[config.mk]
export PLATFORM = sky130hd
export DESIGN_NAME = serial_adder
export DESIGN_NICKNAME = d
export VERILOG_FILES = /design/src/rtl/serial_adder.sv
export SDC_FILE = /design/constraint.sdc
export NUM_CORES = 1
export LEC_CHECK = 0
export CAP_MARGIN = 30
export CORE_MARGIN = 1
export CORE_UTILIZATION = 65
export CTS_CLUSTER_SIZE = 30
export DETAILED_ROUTE_END_ITERATION = 8
export DONT_BUFFER_PORTS = 1
export HOLD_SLACK_MARGIN = 0.12
export PLACE_DENSITY = 0.9
export SLEW_MARGIN = 20
export SYNTH_ARGS = -nofsm -noshare
export SYNTH_HDL_FRONTEND = slang
export SYNTH_SLANG_ARGS = --single-unit
[constraint.sdc]
create_clock -name clk -period 3.2 [get_ports clk]
set_clock_uncertainty 0.05 [all_clocks]
set_input_delay 0.64 -clock clk [delete_from_list [all_inputs] [get_ports clk]]
set_output_delay 0.64 -clock clk [all_outputs]
set_load 0.01 [all_outputs]
[src/rtl/serial_adder.sv]
// Bit-serial adder: one full-adder cell and a registered carry, LSB first, WIDTH cycles per result.
// Optional subtract mode is enabled by defining SERIAL_ADDER_SUB_EN (adds the sub port).
module serial_adder #(
  parameter int WIDTH = 8
) (
  input  logic             clk,
  input  logic             rst_n,
  input  logic             start,
  input  logic [WIDTH-1:0] a,
  input  logic [WIDTH-1:0] b,
  input  logic             cin,
`ifdef SERIAL_ADDER_SUB_EN
  input  logic             sub,
`endif
  output logic             busy,
  output logic             done,
  output logic [WIDTH-1:0] sum,
  output logic             carry
);

  localparam int CW = (WIDTH > 1) ? $clog2(WIDTH) : 1;
  localparam logic [CW-1:0] LAST = CW'(WIDTH - 1);

  typedef enum logic [1:0] {IDLE, RUN, DONE} state_t;

  state_t           state;
  logic [WIDTH-1:0] areg;
  logic [WIDTH-1:0] breg;
  logic [WIDTH-1:0] res;
  logic             c;
  logic [CW-1:0]    cnt;

  logic             s;
  logic             cnext;
  logic [WIDTH-1:0] bload;
  logic             cload;

  always_comb begin
    s     = areg[0] ^ breg[0] ^ c;
    cnext = (areg[0] & breg[0]) | (breg[0] & c) | (areg[0] & c);
  end

  // Subtraction is a + ~b + 1, so only the loaded operand and initial carry change.
`ifdef SERIAL_ADDER_SUB_EN
  always_comb begin
    bload = sub ? ~b : b;
    cload = sub ? 1'b1 : cin;
  end
`else
  always_comb begin
    bload = b;
    cload = cin;
  end
`endif

  always_ff @(posedge clk) begin
    if (!rst_n) begin
      state <= IDLE;
      areg  <= '0;
      breg  <= '0;
      res   <= '0;
      c     <= 1'b0;
      cnt   <= '0;
      busy  <= 1'b0;
      done  <= 1'b0;
      sum   <= '0;
      carry <= 1'b0;
    end else begin
      case (state)
        IDLE, DONE: begin
          done <= 1'b0;
          if (start) begin
            state <= RUN;
            busy  <= 1'b1;
            areg  <= a;
            breg  <= bload;
            c     <= cload;
            cnt   <= '0;
            res   <= '0;
          end else begin
            state <= IDLE;
          end
        end
        RUN: begin
          areg <= {1'b0, areg[WIDTH-1:1]};
          breg <= {1'b0, breg[WIDTH-1:1]};
          c    <= cnext;
          res  <= {s, res[WIDTH-1:1]};
          cnt  <= cnt + CW'(1);
          // The final bit lands in sum on the same edge it is computed.
          if (cnt == LAST) begin
            state <= DONE;
            busy  <= 1'b0;
            done  <= 1'b1;
            sum   <= {s, res[WIDTH-1:1]};
            carry <= cnext;
          end
        end
        default: state <= IDLE;
      endcase
    end
  end

endmodule

==> metrics.txt, run 1 <==
crit path buf inv count=1; Pwr Density=534 mW/mm²; Max clock buf depth=2; gr usage total=24.3%; worst skew pair latency=0.35 ns; Die Y=52.5 µm; unrepaired setup endpoints after global routing=no; Post-Syn Area=0.00166 mm²; Final Cycle Share=56.8%; post-synth top area share=48.3%; num rows=17; # IOs=31; CTS clk-pin slew, worst paths=0.11 ns; post-synthesis mux area share=0%; Initial Utilization=72.1%; initial DRC count=41; headroom to the max-slew limit=37.1%; core area=0.00230 mm²; combinational share of power=9.2%; Clock Power Share=30.1%; GR Layer Usage met2=40.7%; Synth Area in Compound Gates=20.8%; Worst Setup End Kind=flip-flop; synth top area cells=dfxtp_1, nand2_1, nand3_1, a31oi_1, a21boi_0; Worst Hold Class=primary input to flip-flop; Max Cap Violations=0; Worst-Margin Slew=0.944 ns; Avg Inst Size Synth=8.45 µm²; CP required=3.41 ns; TritonCTS clock tree=yes; Post-Synth Adder-Cell Area=2.72%; post-synthesis simple-gate area fraction=21.4%; CTS Hold Bufs=0; Worst setup SP type=flip-flop; count leader, synth=nand2_1; Post-synth EDFFs=0; vias in the first global route=1126; Die Wd=52.5 µm; initial antenna violation count=0; Post-CTS Setup Inserts=0; Final ANT Viol Nets=0; slowest CP cell=nand2b_1; final setup TNS=0 ns; crit path max fanout=27; P_leak=0.583 nW; number of remaining DRC errors=0; Layout Utilization=71.9%; Max VDD drop=0.422 mV; WHS=0.354 ns; Post-DP HPWL=1.96 mm; largest net degree at the start of global routing=41; crit path DAT=2.03 ns; Async S/R FF share, synth=0%; CP top delay family=simple AND/OR/NAND/NOR gates; Syn Inst Count=196; post-synth top area cell=dfxtp_1; Yosys warnings=0; antenna cells=0; Seq cells post-synth=40; routed wire length=2.94 mm; sw power=0.000222 W; DR vias=1275; fin. max-slew vios=0; H-tree Lvls=2; register area share after synthesis=48.3%; CP Class=flip-flop to flip-flop; Tot Pwr=0.000883 W; proportion of layout cells with a drive suffix above 1=4.26%; Die ar.=0.00275 mm²; Max Clk Rate=550 MHz; Yosys cell types=23; synth cell count leaders=nand2_1, dfxtp_1, nand3_1; CP peak stage delay=0.49 ns; aggregate global routing overflow=0; Period minus WS final=1.82 ns; Port Buffers=0; M1 GR Usage=27.5%; switching share of power=25.1%; area delta synth->final=-0.226%; CP Cell Sequence=nand2b_1 > buf_4 > and3_1 > o21a_1; gpl congestion=0.741; Top Usage Layer GRT=met2; Hold Vio Cnt, Final=0; CTS Buf Count=5; CTS Root Buffer Type=clkbuf_4; Final setup viols=0; grt met3 use=9.57%; status=finished, final reports clean; DR pass1 iterations=4; first-pass GRT wire length=4.75 mm; Mapped Nets=219; top_reg_cell synth=dfxtp_1; nets=210; drt wl/cell=13.6 µm; clk sink count=40; xor-xnor portion of the synthesized cell area=0%; internal power=0.000662 W; Avg Vias per Cell=5.90; cts repair resizes=0; largest family of logic cells by synthesized area=simple AND/OR/NAND/NOR gates; Flop pwr share=60.8%
[path summary, 6_finish.rpt]
| kind | startpoint | to | slack [ns] | cells after the start |
|---|---|---|---|---|
| setup / recovery | state[0] | cnt[0] | 1.38 | 4 |
| setup reg to reg | state[0] | cnt[0] | 1.38 | 4 |
| hold reg to reg | areg[1] | areg[1] | 0.42 | 2 |
| hold / removal | rst_n | cnt[0] | 0.35 | 1 |
[state kept, by name, summed over array words and instances, names as in the netlist]
signal / flops
areg: 8
breg: 8
busy: 1
c: 1
carry: 1
cnt: 3
done: 1
res: 7
state: 2
sum: 8
[cells by family (layout without fill, tap and decap cells)]
group | Yosys count | in the layout
flops | 40 | 40
compound gates | 54 | 54
simple gates | 81 | 81
buf+inv | 18 | 10
fa+ha+maj | 3 | 3
[routing by layer]
metal,vias to the layer above,routed length (µm)
li1,648,-
met2,35,1470
met3,5,168
met4,0,37
met1,587,1260
met5,-,0
[final cells by class]
class	instances	area [µm²]
Timing Repair Buffer	2	15.0
Sequential cell	40	801
Fill cell	183	644
Clock buffer	8	58.8
Tap cell	28	35.0
Multi-Input combinational cell	138	743
[power groups by stage]
stage               clock network [W]   logic, W  registers [W]
floorplan                           0  0.0000825       0.000545
global placement                    0  0.0000750       0.000547
detailed placement                  0  0.0000810       0.000548
CTS                          0.000268  0.0000812       0.000537
global route                 0.000291  0.0000919       0.000541
finish                       0.000265  0.0000810       0.000537
[per-stage QoR]
stage          worst slack [ns]  area [µm²]  std cells
3_5_place_dp               1.30        1590        208
3_3_place_gp               1.34        1590        208
2_1_floorplan              1.82        1660        196
6_report                   1.38        1650        216
4_1_cts                    1.39        1650        216
5_1_grt                    1.23        1650        216
[cells in the final DEF, fill, tap and decap left out, types with 5 or more instances in the layout]
master and n:
o21ai_0 16, dfxtp_1 40, a21boi_1 10, nand2_1 51, nand3_1 20, clkbuf_4 5, a31oi_1 15, a21boi_0 11
Note: power is estimated with default switching activity, not from simulation.
==> inputs of run 2 (changes only) <==
Settings changed: CORE_UTILIZATION 65 to 61, PLACE_DENSITY 0.9 to 0.86.
Clock period 3.2 ns to 1.72 ns, I/O delays scaled along.
==> run 2 against run 1 <==
  * Sequential power is 86% higher
  * First-iteration DRC count is 34% lower
  * Die area is 6.3% higher
  * Core utilization is 7.1 points higher
  * Hold slack better by 0.057 ns
  * Total power is 100% higher
  * Critical path depth is 1 higher
  * Via count is 13% higher
  * Critical path type unchanged
  * Critical endpoint is now areg[3]
==> metrics.txt, run 2 (synthesized netlist as in run 1, its figures left out) <==
worst skew pair latency=0.35 ns; routed wire length=3.47 mm; Final ANT Viol Nets=0; initial antenna violation count=0; largest net degree at the start of global routing=37; Initial Utilization=65.7%; nets=241; switching share of power=25.0%; drt wl/cell=14.0 µm; unrepaired setup endpoints after global routing=no; Max Cap Violations=0; DR pass1 iterations=4; gr usage total=26.7%; combinational share of power=13.8%; P_leak=0.735 nW; Worst Setup End Kind=flip-flop; Port Buffers=0; Max clock buf depth=2; Clock Power Share=29.6%; sw power=0.000443 W; number of remaining DRC errors=0; Reg area=802 µm²; Worst setup SP type=flip-flop; Avg Vias per Cell=5.81; Max Clk Rate=641 MHz; TritonCTS clock tree=yes; CP required=1.92 ns; Period minus WS final=1.56 ns; CTS Root Buffer Type=clkbuf_4; aggregate global routing overflow=0; crit path DAT=1.76 ns; status=finished, final reports clean; Worst-Margin Slew=0.576 ns; num rows=18; dpl ws=0.174 ns; clk sink count=40; Final Cycle Share=90.7%; Die Y=54.1 µm; H-tree Lvls=2; CTS clk-pin slew, worst paths=0.11 ns; area of the multi-input gates=751 µm²; antenna cells=0; worst setup margin=0.159 ns; initial DRC count=27; CP Class=flip-flop to flip-flop; proportion of layout cells with a drive suffix above 1=9.17%; Die Wd=54.1 µm; gpl congestion=0.750; final setup TNS=0 ns; core area=0.00252 mm²; Final setup viols=0; # IOs=31; Pwr Density=888 mW/mm²; Flop pwr share=56.6%; CTS Buf Count=5; Post-DP HPWL=2.02 mm; first-pass GRT wire length=5.36 mm; Fillers=181; biggest regs=areg (8), breg (8), sum (8); vias in the first global route=1261; most common cell after layout, fill and taps aside=nand2_1; area delta synth->final=20.4%; internal power=0.00133 W; headroom to the max-slew limit=61.6%; most frequent cells in the layout=nand2_1, dfxtp_1, dlygate4sd3_1; Max VDD drop=0.828 mV; crit path max fanout=9; DR vias=1442; fin. max-slew vios=0; Die ar.=0.00293 mm²; Tot Pwr=0.00177 W; Hold Vio Cnt, Final=0; Worst Hold Class=primary input to flip-flop
-- run 2: cell count changes in the layout (fill, tap and decap cells not counted) --
cell           change
buf_6              +1
clkbuf_1           -2
buf_4              +5
dfxtp_1            -1
nand2b_1           -1
buf_8              +1
dfxtp_2            +1
nand2b_4           +1
buf_12             +2
dlygate4sd3_1     +22
clkbuf_8           +1
-- run 2: path summary, 6_finish.rpt --
check | from | end | slack (ns) | cells after the start
setup reg to reg | state[1] | areg[3] | 0.16 | 5
setup / recovery | state[1] | areg[3] | 0.16 | 5
hold / removal | start | areg[7] | 0.41 | 4
hold reg to reg | areg[3] | areg[3] | 0.43 | 2
-- run 2: worst max-delay path, cell delays in order, from the launching register on --
cell	delay, ns
dfxtp_1	0.33
nand2b_4	0.16
buf_6	0.14
o21ai_0	0.15
dlygate4sd3_1	0.58
a31oi_1	0.04
-- run 2: power groups by stage --
stage               combinational (W)  sequential, W  clock (W)
finish                       0.000245        0.00100   0.000524
CTS                          0.000212        0.00100   0.000527
floorplan                    0.000153        0.00101          0
detailed placement           0.000160        0.00102          0
global placement             0.000152        0.00102          0
global route                 0.000271        0.00101   0.000560
-- run 2: per-stage QoR --
stage	cells	hold slack, ns	area (µm²)	util, %
after floorplan	196	0.394	1660	-
after global placement	213	0.400	1630	64.7
after detailed placement	213	0.410	1630	64.7
after CTS	242	0.412	1920	76.0
after global routing	248	0.437	1990	79.1
final	248	0.411	1990	79.1
-- run 2: timing repair --
action | 4_1_cts | 5_1_grt
buffers inserted | 0 | 5
resized for setup | 0 | 6
setup endpoints to repair | 0 | 4
hold buffers | 22 | 0
endpoints found under the hold margin | 40 | 0
-- run 2: layer usage --
metal	wire, µm	vias up	global-route usage, %
met4	51	0	11.5
met3	142	9	9.32
met5	0	-	0
met2	1800	38	47.7
met1	1480	680	28.0
li1	-	715	-
-- run 2: cell type report --
type                            count  area share (%)
Clock buffer                        7            3.26
Timing Repair Buffer               33            17.0
Multi-Input combinational cell    138            37.6
Sequential cell                    40            40.2
Tap cell                           30            1.88
